`config.mk`:
```
export PLATFORM = sky130hd
export DESIGN_NAME = uart_frame_rx
export DESIGN_NICKNAME = d
export VERILOG_FILES = /design/src/rtl/uart_frame_pkg.sv /design/src/rtl/uart_frame_buf.sv /design/src/rtl/uart_frame_rx.sv
export SDC_FILE = /design/constraint.sdc
export NUM_CORES = 1
export LEC_CHECK = 0
export ABC_AREA = 1
export BUFFER_PORTS_ARGS = -buffer_cell sky130_fd_sc_hd__buf_2
export CAP_MARGIN = 40
export CORE_UTILIZATION = 57
export CTS_BUF_LIST = sky130_fd_sc_hd__clkbuf_4 sky130_fd_sc_hd__clkbuf_8
export DETAILED_ROUTE_END_ITERATION = 10
export GPL_TIMING_DRIVEN = 0
export PLACE_DENSITY = 0.77
export SETUP_SLACK_MARGIN = 0.5
export SYNTH_ARGS = -nofsm -noshare
export SYNTH_HDL_FRONTEND = slang
export SYNTH_HIERARCHICAL = 1
export SYNTH_SLANG_ARGS = --single-unit
```
`constraint.sdc`:
```
create_clock -name i_clk -period 2.7 [get_ports i_clk]
set_clock_uncertainty 0.15 [all_clocks]
set_input_delay 0.405 -clock i_clk [delete_from_list [all_inputs] [get_ports i_clk]]
set_output_delay 0.405 -clock i_clk [all_outputs]
set_load 0.02 [all_outputs]
```
`src/rtl/uart_frame_pkg.sv`:
```
// Shared types and constants for the UART frame parser (uart_frame_rx / uart_frame_buf).
package uart_frame_pkg;

  typedef enum logic [2:0] {IDLE, LEN, PAYLOAD, CHECK, DRAIN} frame_state_t;

  localparam logic [7:0] SYNC_BYTE = 8'hA5;

  function automatic logic len_ok(input logic [7:0] len_byte, input int unsigned max_len);
    return (len_byte != 8'd0) && (32'(len_byte) <= max_len);
  endfunction

endpackage

```
`src/rtl/uart_frame_buf.sv`:
```
// Payload store for uart_frame_rx: one synchronous write port, one combinational read port.
module uart_frame_buf #(
  parameter int DEPTH = 16,
  parameter int AW    = 4
) (
  input  logic          clk,
  input  logic          wr_en,
  input  logic [AW-1:0] wr_addr,
  input  logic [7:0]    wr_data,
  input  logic [AW-1:0] rd_addr,
  output logic [7:0]    rd_data
);

  logic [7:0] mem [DEPTH];

  always_ff @(posedge clk) begin
    if (wr_en) mem[wr_addr] <= wr_data;
  end

  assign rd_data = mem[rd_addr];

endmodule

```
`src/rtl/uart_frame_rx.sv`:
```
// Frame parser behind the 8/N/1 UART receiver: SYNC, LEN, payload, CHK; good payload streamed out.
// Optional inter-byte timeout is compiled in with `define UART_FRAME_TIMEOUT_EN.
//
// state   | meaning
// IDLE    | hunting for the sync byte
// LEN     | waiting for the length byte
// PAYLOAD | storing payload bytes into the buffer
// CHECK   | waiting for the checksum byte
// DRAIN   | streaming the buffered payload to the consumer
module uart_frame_rx
  import uart_frame_pkg::*;
#(
  parameter int MAX_LEN      = 16,
  parameter int TIMEOUT_CLKS = 5000
) (
  input  logic       i_clk,
  input  logic       i_rst,
  input  logic [7:0] i_data,
  input  logic       i_valid,
  output logic [7:0] o_data,
  output logic       o_valid,
  input  logic       i_ready,
  output logic       o_last,
  output logic       o_busy,
  output logic       o_err_len,
  output logic       o_err_chk,
  output logic       o_err_timeout,
  output logic       o_overrun
);

  localparam int AW = (MAX_LEN > 1) ? $clog2(MAX_LEN) : 1;

  frame_state_t state, state_nxt;
  logic [7:0] len, idx, rd_idx, sum;
  logic [7:0] rd_data, chk_sum;
  logic       len_good, wr_en, hs, timeout_hit;
  logic       err_len_nxt, err_chk_nxt, overrun_nxt;

  assign len_good = len_ok(i_data, MAX_LEN);
  assign chk_sum  = sum + i_data;

`ifdef UART_FRAME_TIMEOUT_EN
  localparam int GW = $clog2(TIMEOUT_CLKS + 1);
  logic [GW-1:0] gap_cnt;
  logic          in_frame;

  assign in_frame    = (state == LEN) || (state == PAYLOAD) || (state == CHECK);
  // A byte arriving on the expiry cycle wins over the timeout.
  assign timeout_hit = in_frame && !i_valid && (gap_cnt == GW'(TIMEOUT_CLKS - 1));

  always_ff @(posedge i_clk) begin
    if (i_rst || !in_frame || i_valid) gap_cnt <= '0;
    else                               gap_cnt <= gap_cnt + 1'b1;
  end
`else
  assign timeout_hit = 1'b0;
`endif

  uart_frame_buf #(.DEPTH(MAX_LEN), .AW(AW)) u_buf (
    .clk     (i_clk),
    .wr_en   (wr_en),
    .wr_addr (idx[AW-1:0]),
    .wr_data (i_data),
    .rd_addr (rd_idx[AW-1:0]),
    .rd_data (rd_data)
  );

  always_ff @(posedge i_clk) begin
    if (i_rst) begin
      state         <= IDLE;
      o_err_len     <= 1'b0;
      o_err_chk     <= 1'b0;
      o_err_timeout <= 1'b0;
      o_overrun     <= 1'b0;
    end else begin
      state         <= state_nxt;
      o_err_len     <= err_len_nxt;
      o_err_chk     <= err_chk_nxt;
      o_err_timeout <= timeout_hit;
      o_overrun     <= overrun_nxt;
    end
  end

  always_comb begin
    state_nxt = state;
    case (state)
      IDLE:    if (i_valid && i_data == SYNC_BYTE) state_nxt = LEN;
      LEN:     if (timeout_hit) state_nxt = IDLE;
               else if (i_valid) state_nxt = len_good ? PAYLOAD : IDLE;
      PAYLOAD: if (timeout_hit) state_nxt = IDLE;
               else if (i_valid && idx == len - 8'd1) state_nxt = CHECK;
      CHECK:   if (timeout_hit) state_nxt = IDLE;
               else if (i_valid) state_nxt = (chk_sum == 8'd0) ? DRAIN : IDLE;
      DRAIN:   if (hs && o_last) state_nxt = IDLE;
      default: state_nxt = IDLE;
    endcase
  end

  always_comb begin
    o_valid     = (state == DRAIN);
    o_data      = o_valid ? rd_data : 8'd0;
    o_last      = o_valid && (rd_idx == len - 8'd1);
    o_busy      = (state != IDLE);
    hs          = o_valid && i_ready;
    wr_en       = (state == PAYLOAD) && i_valid;
    err_len_nxt = (state == LEN) && i_valid && !len_good;
    err_chk_nxt = (state == CHECK) && i_valid && (chk_sum != 8'd0);
    overrun_nxt = (state == DRAIN) && i_valid;
  end

  always_ff @(posedge i_clk) begin
    if (i_rst) begin
      len    <= 8'd0;
      idx    <= 8'd0;
      rd_idx <= 8'd0;
      sum    <= 8'd0;
    end else begin
      case (state)
        LEN:     if (i_valid && len_good) begin
                   len <= i_data;
                   sum <= i_data;
                   idx <= 8'd0;
                 end
        PAYLOAD: if (i_valid) begin
                   sum <= sum + i_data;
                   idx <= idx + 8'd1;
                 end
        CHECK:   if (i_valid) rd_idx <= 8'd0;
        DRAIN:   if (hs) rd_idx <= rd_idx + 8'd1;
        default: ;
      endcase
    end
  end

endmodule

```
-- Word level (Yosys, flattened, before mapping)
Memory sizes are Yosys's and may differ from the RTL's. A register that Yosys moved wholly into a read port is not among the register bits.
Index checks and enable logic that the tools add are counted.
- memory bits (writable): 128
- flip-flop bits (word level): 38
- input port bits: 12
- memories kept: 1
- word-level logic and storage cells: 76
- output and inout port bits: 15
- $lt $le $gt $ge: 1
- add/subtract/negate cells: 4
- reduce and logical (&&, ||, !) cells: 25
- equal/unequal tests: 15
- muxes and demuxes: 22
- memories (name ; depth ; bits a word ; read ports ; clocked after Yosys merged registers in ; write ports ; RTL line ; RTL):
    u_buf.mem ; 16 ; 8 ; 1 ; 1 ; 1 ; uart_frame_buf.sv:14 ; logic [7:0] mem [DEPTH];
- operators by type and width (cell ; count):
    $mux 8 ; 7
    $pmux 8 s2 ; 3
    $mux 3 ; 6
    $add 8x1->8 const B ; 2
    $eq 8x8->1 ; 2
    $reduce_bool 8->1 ; 2
    $pmux 3 s5 ; 1
    $logic_and 1x1->1 ; 13
    $ne 2x2->1 const B ; 5
    $add 8x8->8 ; 1
    $eq 8x8->1 const B ; 1
    $le 8x5->1 const B ; 1
    $logic_not 8->1 ; 1
    $mux 4 ; 2
    $sub 8x1->8 const B ; 1
    $eq 3x2->1 const B ; 2
    $ne 2x1->1 const B ; 3
    $reduce_and 3->1 ; 2
    $reduce_and 5->1 ; 1
    $reduce_bool 2->1 ; 2
    $eq 3x1->1 const B ; 1
    $eq 3x3->1 const B ; 1
    $logic_not 3->1 ; 1
    $reduce_bool 3->1 ; 1
    4 further kinds ; 5

-- Logic depth before layout (Yosys ltp)
- depth in word-level cells: 6
- mapped depth: 15
- depth with buffers taken out: 15

-- Hierarchy
The synthesis kept the hierarchy.
- modules (own cells, without submodules) (module ; sequential area each (um^2) ; area each (um^2) ; instances ; cells an instance):
    uart_frame_buf ; 3843.7 ; 5606.6 ; 1 ; 543
    uart_frame_rx ; 760.7 ; 2573.7 ; 1 ; 389

-- Worst setup path after synthesis
OpenSTA, ideal clock, no wires.
- path type: flip-flop to output port
- start point: register state[2]
- end point: output port o_data[0]
- required time: 2.145 ns
- cell stages (with the launch flop): 5
- slack: 0.603 ns
- path buffers: 0
- data arrival time: 1.542 ns
- path through: dfxtp_1 > inv_2 > nor3_2 > clkinv_1 > nor2_1
- longest elaborated chain between the ends: 2
- RTL lines (item ; RTL line ; RTL):
    start, declared ; uart_frame_rx.sv:33 ; frame_state_t state, state_nxt;
    start signal, assigned ; uart_frame_rx.sv:76 ; state <= state_nxt;
    $eq 3x3->1 ; uart_frame_rx.sv:100 ; o_valid = (state == DRAIN);
    via o_valid ; uart_frame_rx.sv:21 ; output logic o_valid,
    $mux 8 ; uart_frame_rx.sv:101 ; o_data = o_valid ? rd_data : 8'd0;
    end, declared ; uart_frame_rx.sv:20 ; output logic [7:0] o_data,
The timed path passes the listed nets, and every way through them passes these cells.

==> results_dict.tcl <==
set metrics [dict create \
    status "finished, final reports clean" \
    maxSlewViolCount 0 \
    cts_hold_buf 0 \
    routed_wl_um 22540 \
    dp_hpwl_um 13280 \
    grtUsageTotal_pct 29.90 \
    vias 6919 \
    ys.flop_type "edfxtp_1" \
    dieArea_mm2 0.01483 \
    antenna_found_initial 0 \
    cts_buffers 17 \
    preCtsSetupSlack_ps -59.27 \
    yosys-top-cells-area "edfxtp_1 47%, nand2_1 12%, dfxtp_1 9.3%" \
    dr.pass1.iters 5 \
    cp-end-kind "primary output" \
    grt_pass1_wl_um 32500 \
    drc_errors 0 \
    synth_area_per_cell_um2 8.777 \
    synth-seq-cells 166 \
    root_buffer "clkbuf_8" \
    layout.nets 1036 \
    finalSetupViolations 0 \
    synth.yosys.seq_area_share_pct 56.29 \
    worstPathArrival_ps 2060 \
    path_cells "buf_12 > buf_8 > buf_6 > nand2_2 > nand2_2 > nand2_2 > nand3_2 > nand3_2 > nand2_2 > inv_2 > nor2_1 > buf_4" \
    initial_core_util_pct 58.71 \
    layout.cells.non_filler 1206 \
    num_io_pins 27 \
    synth_common_cells "254 x nand2_1, 147 x inv_1, 138 x nand3_1" \
    crit_buf_inv 5 \
    clkSinkCount 166 \
    cp-start-kind "flip-flop" \
    syn_nets 955 \
    core-area_mm2 0.01393 \
    tritoncts "done" \
    peakVddDrop_mv 0.5652 \
    setup_slack_ps 88.28 \
    vias_per_cell 5.737 \
    crit_path_max_incr_delay_ps 450 \
    holdWs_ps 114.2 \
    critPathSlowestCell "dfxtp_4" \
    wire_per_inst_um 18.69 \
    critPathMaxFanout 8 \
    die_width_um 121.8 \
    grt_max_degree 23 \
    place.gp.congestion 0.9396 \
    netlist_area_mm2 0.008180 \
    synth_edf_count 128 \
    overflow 0 \
    yosys_warnings 6 \
    final.min_clock_period_ps 2612 \
    crit_required_ps 2140 \
    slew_headroom_pct 62.35 \
    synth_top_area_share_pct 46.99 \
    clk_pin_slew_ps 90 \
    die_h_um 121.8 \
    utilization_pct 73.08 \
    grt_setup_unrepaired "yes" \
    cap_violations 0 \
    clock_latency_ps 470 \
    synth.most_common_cell "nand2_1" \
    first_global_vias 6272 \
    port_buffers 25 \
    ctsHtreeMaxLevel 4 \
    fill_cells 948 \
    antenna_left 0 \
    path_common_cell "nand2_2" \
    fin_crit_sh_pct 96.73 \
    yosysUniqueCellTypes 43 \
    synth_cells 932 \
    clock_path_buffers 2 \
    p_leak_nw 4.380 \
    dpl.cell_count 1137 \
    drt-initial-drc-count 926 \
    worst_slew_pin_slew_ps 564.7 \
    yosys.area.top_type "edfxtp_1" \
    drive_gt1_share_pct 27.39 \
    rows 43 \
    fmax_mhz 382.9 \
    syn_to_final_growth_pct 24.49 \
    synthArstFlopShare_pct 0 \
    power_density_mw_per_mm2 634.1 \
    finalHoldViolations 0 \
    worstSetupPathType "reg -> out" \
    hp-class "in -> reg" \
    antennaDiodeCount 0 \
    crit_family "buffers and inverters" \
]
==> cells by family after synthesis <==
kind of cell,Yosys count,synth area share (%)
DFF,166,56.29
other,1,0.04584
xor gates and xnor gates,15,1.774
buffers and inverters,189,9.789
adders and majority gates,11,1.774
AOI/OAI and AO/OA,50,3.319
and+or+nand+nor,500,27.01
==> cell usage in the layout, fill, tap and decap left out, types with 10 or more instances in the layout <==
master / Yosys / routed
nor3_1: 10 / 10
nand3_2: 1 / 55
nand2_2: 4 / 37
nor2_1: 61 / 40
nand3_1: 138 / 83
edfxtp_1: 128 / 128
buf_4: 5 / 33
inv_1: 147 / 140
clkbuf_8: 0 / 17
nor2_2: 5 / 13
a21oi_1: 24 / 24
o21ai_0: 14 / 14
inv_2: 9 / 12
buf_2: 14 / 16
buf_6: 7 / 18
dfxtp_1: 38 / 31
nor2_4: 2 / 15
nand2_1: 254 / 216
==> registers in the layout, summed over array words and instances, names as in the netlist <==
name and count:
idx 8, state 3, o_overrun 1, sum 8, o_err_chk 1, len 8
u_buf/mem 128, o_err_len 1, rd_idx 8
==> where the power goes <==
| part | total, W | leakage, nW | internal (W) | switching [W] |
|---|---|---|---|---|
| combinational | 0.00173 | 2.72 | 0.000676 | 0.00106 |
| sequential | 0.00287 | 1.46 | 0.00281 | 0.0000657 |
| clock | 0.00185 | 0.199 | 0.000955 | 0.000895 |
| total | 0.00646 | 4.38 | 0.00444 | 0.00202 |
==> stage by stage <==
step / instance area [um2] / total power, W / setup TNS, ps
2_1_floorplan: 8180 / 0.003785 / 0
3_3_place_gp: 8531 / 0.004104 / -3.014
3_5_place_dp: 8531 / 0.004136 / -59.27
4_1_cts: 9667 / 0.006229 / 0
5_1_grt: 10180 / 0.006676 / -6.414
6_report: 10180 / 0.006458 / 0
==> worst reg2reg max path, stage by stage (launching register included) <==
cell	delay (ps)
dfxtp_1	480
inv_2	100
nor2_4	170
inv_4	90
nor2_8	160
nand3b_1	300
buf_4	260
nor2_4	260
==> path summary, 6_finish.rpt <==
path                     startpoint                   endpoint  slack (ps)  cells past startpoint
max reg2reg   state[1]$_SDFFE_PP0P_  u_buf/mem[4][1]$_DFFE_PP_         420                      7
max          rd_idx[0]$_SDFFE_PP0P_                  o_data[4]          90                     12
min                           i_rst        idx[3]$_SDFFE_PP0P_         110                      4
min reg2reg     sum[6]$_SDFFE_PP0P_        sum[6]$_SDFFE_PP0P_         330                      2
==> timing repair <==
| item | 4_1_cts | 5_1_grt |
|---|---|---|
| setup buffers | 14 | 17 |
| endpoints found under the setup margin | 139 | 141 |
| gates resized for setup | 138 | 90 |
| pin swaps | 44 | 55 |
| gates cloned | 6 | 0 |
==> routing by layer <==
| metal | track usage [%] | share of wire, % |
|---|---|---|
| met3 | 5.758 | 7.8 |
| met4 | 15.66 | 4.5 |
| met1 | 38.19 | 40 |
| met5 | 0 | 0 |
| met2 | 48.27 | 48 |
==> cell type report <==
class / instances / area (um2) / share of cell area, %
Tap cell: 180 / 225.2 / 2.212
Clock inverter: 10 / 130.1 / 1.278
Multi-Input combinational cell: 577 / 3324 / 32.65
Sequential cell: 166 / 4621 / 45.37
Clock buffer: 22 / 271.5 / 2.666
Timing Repair Buffer: 62 / 659.4 / 6.475
Inverter: 158 / 615.6 / 6.045
Buffer: 31 / 336.6 / 3.305
No activity file was read; power rests on OpenSTA's default activity.
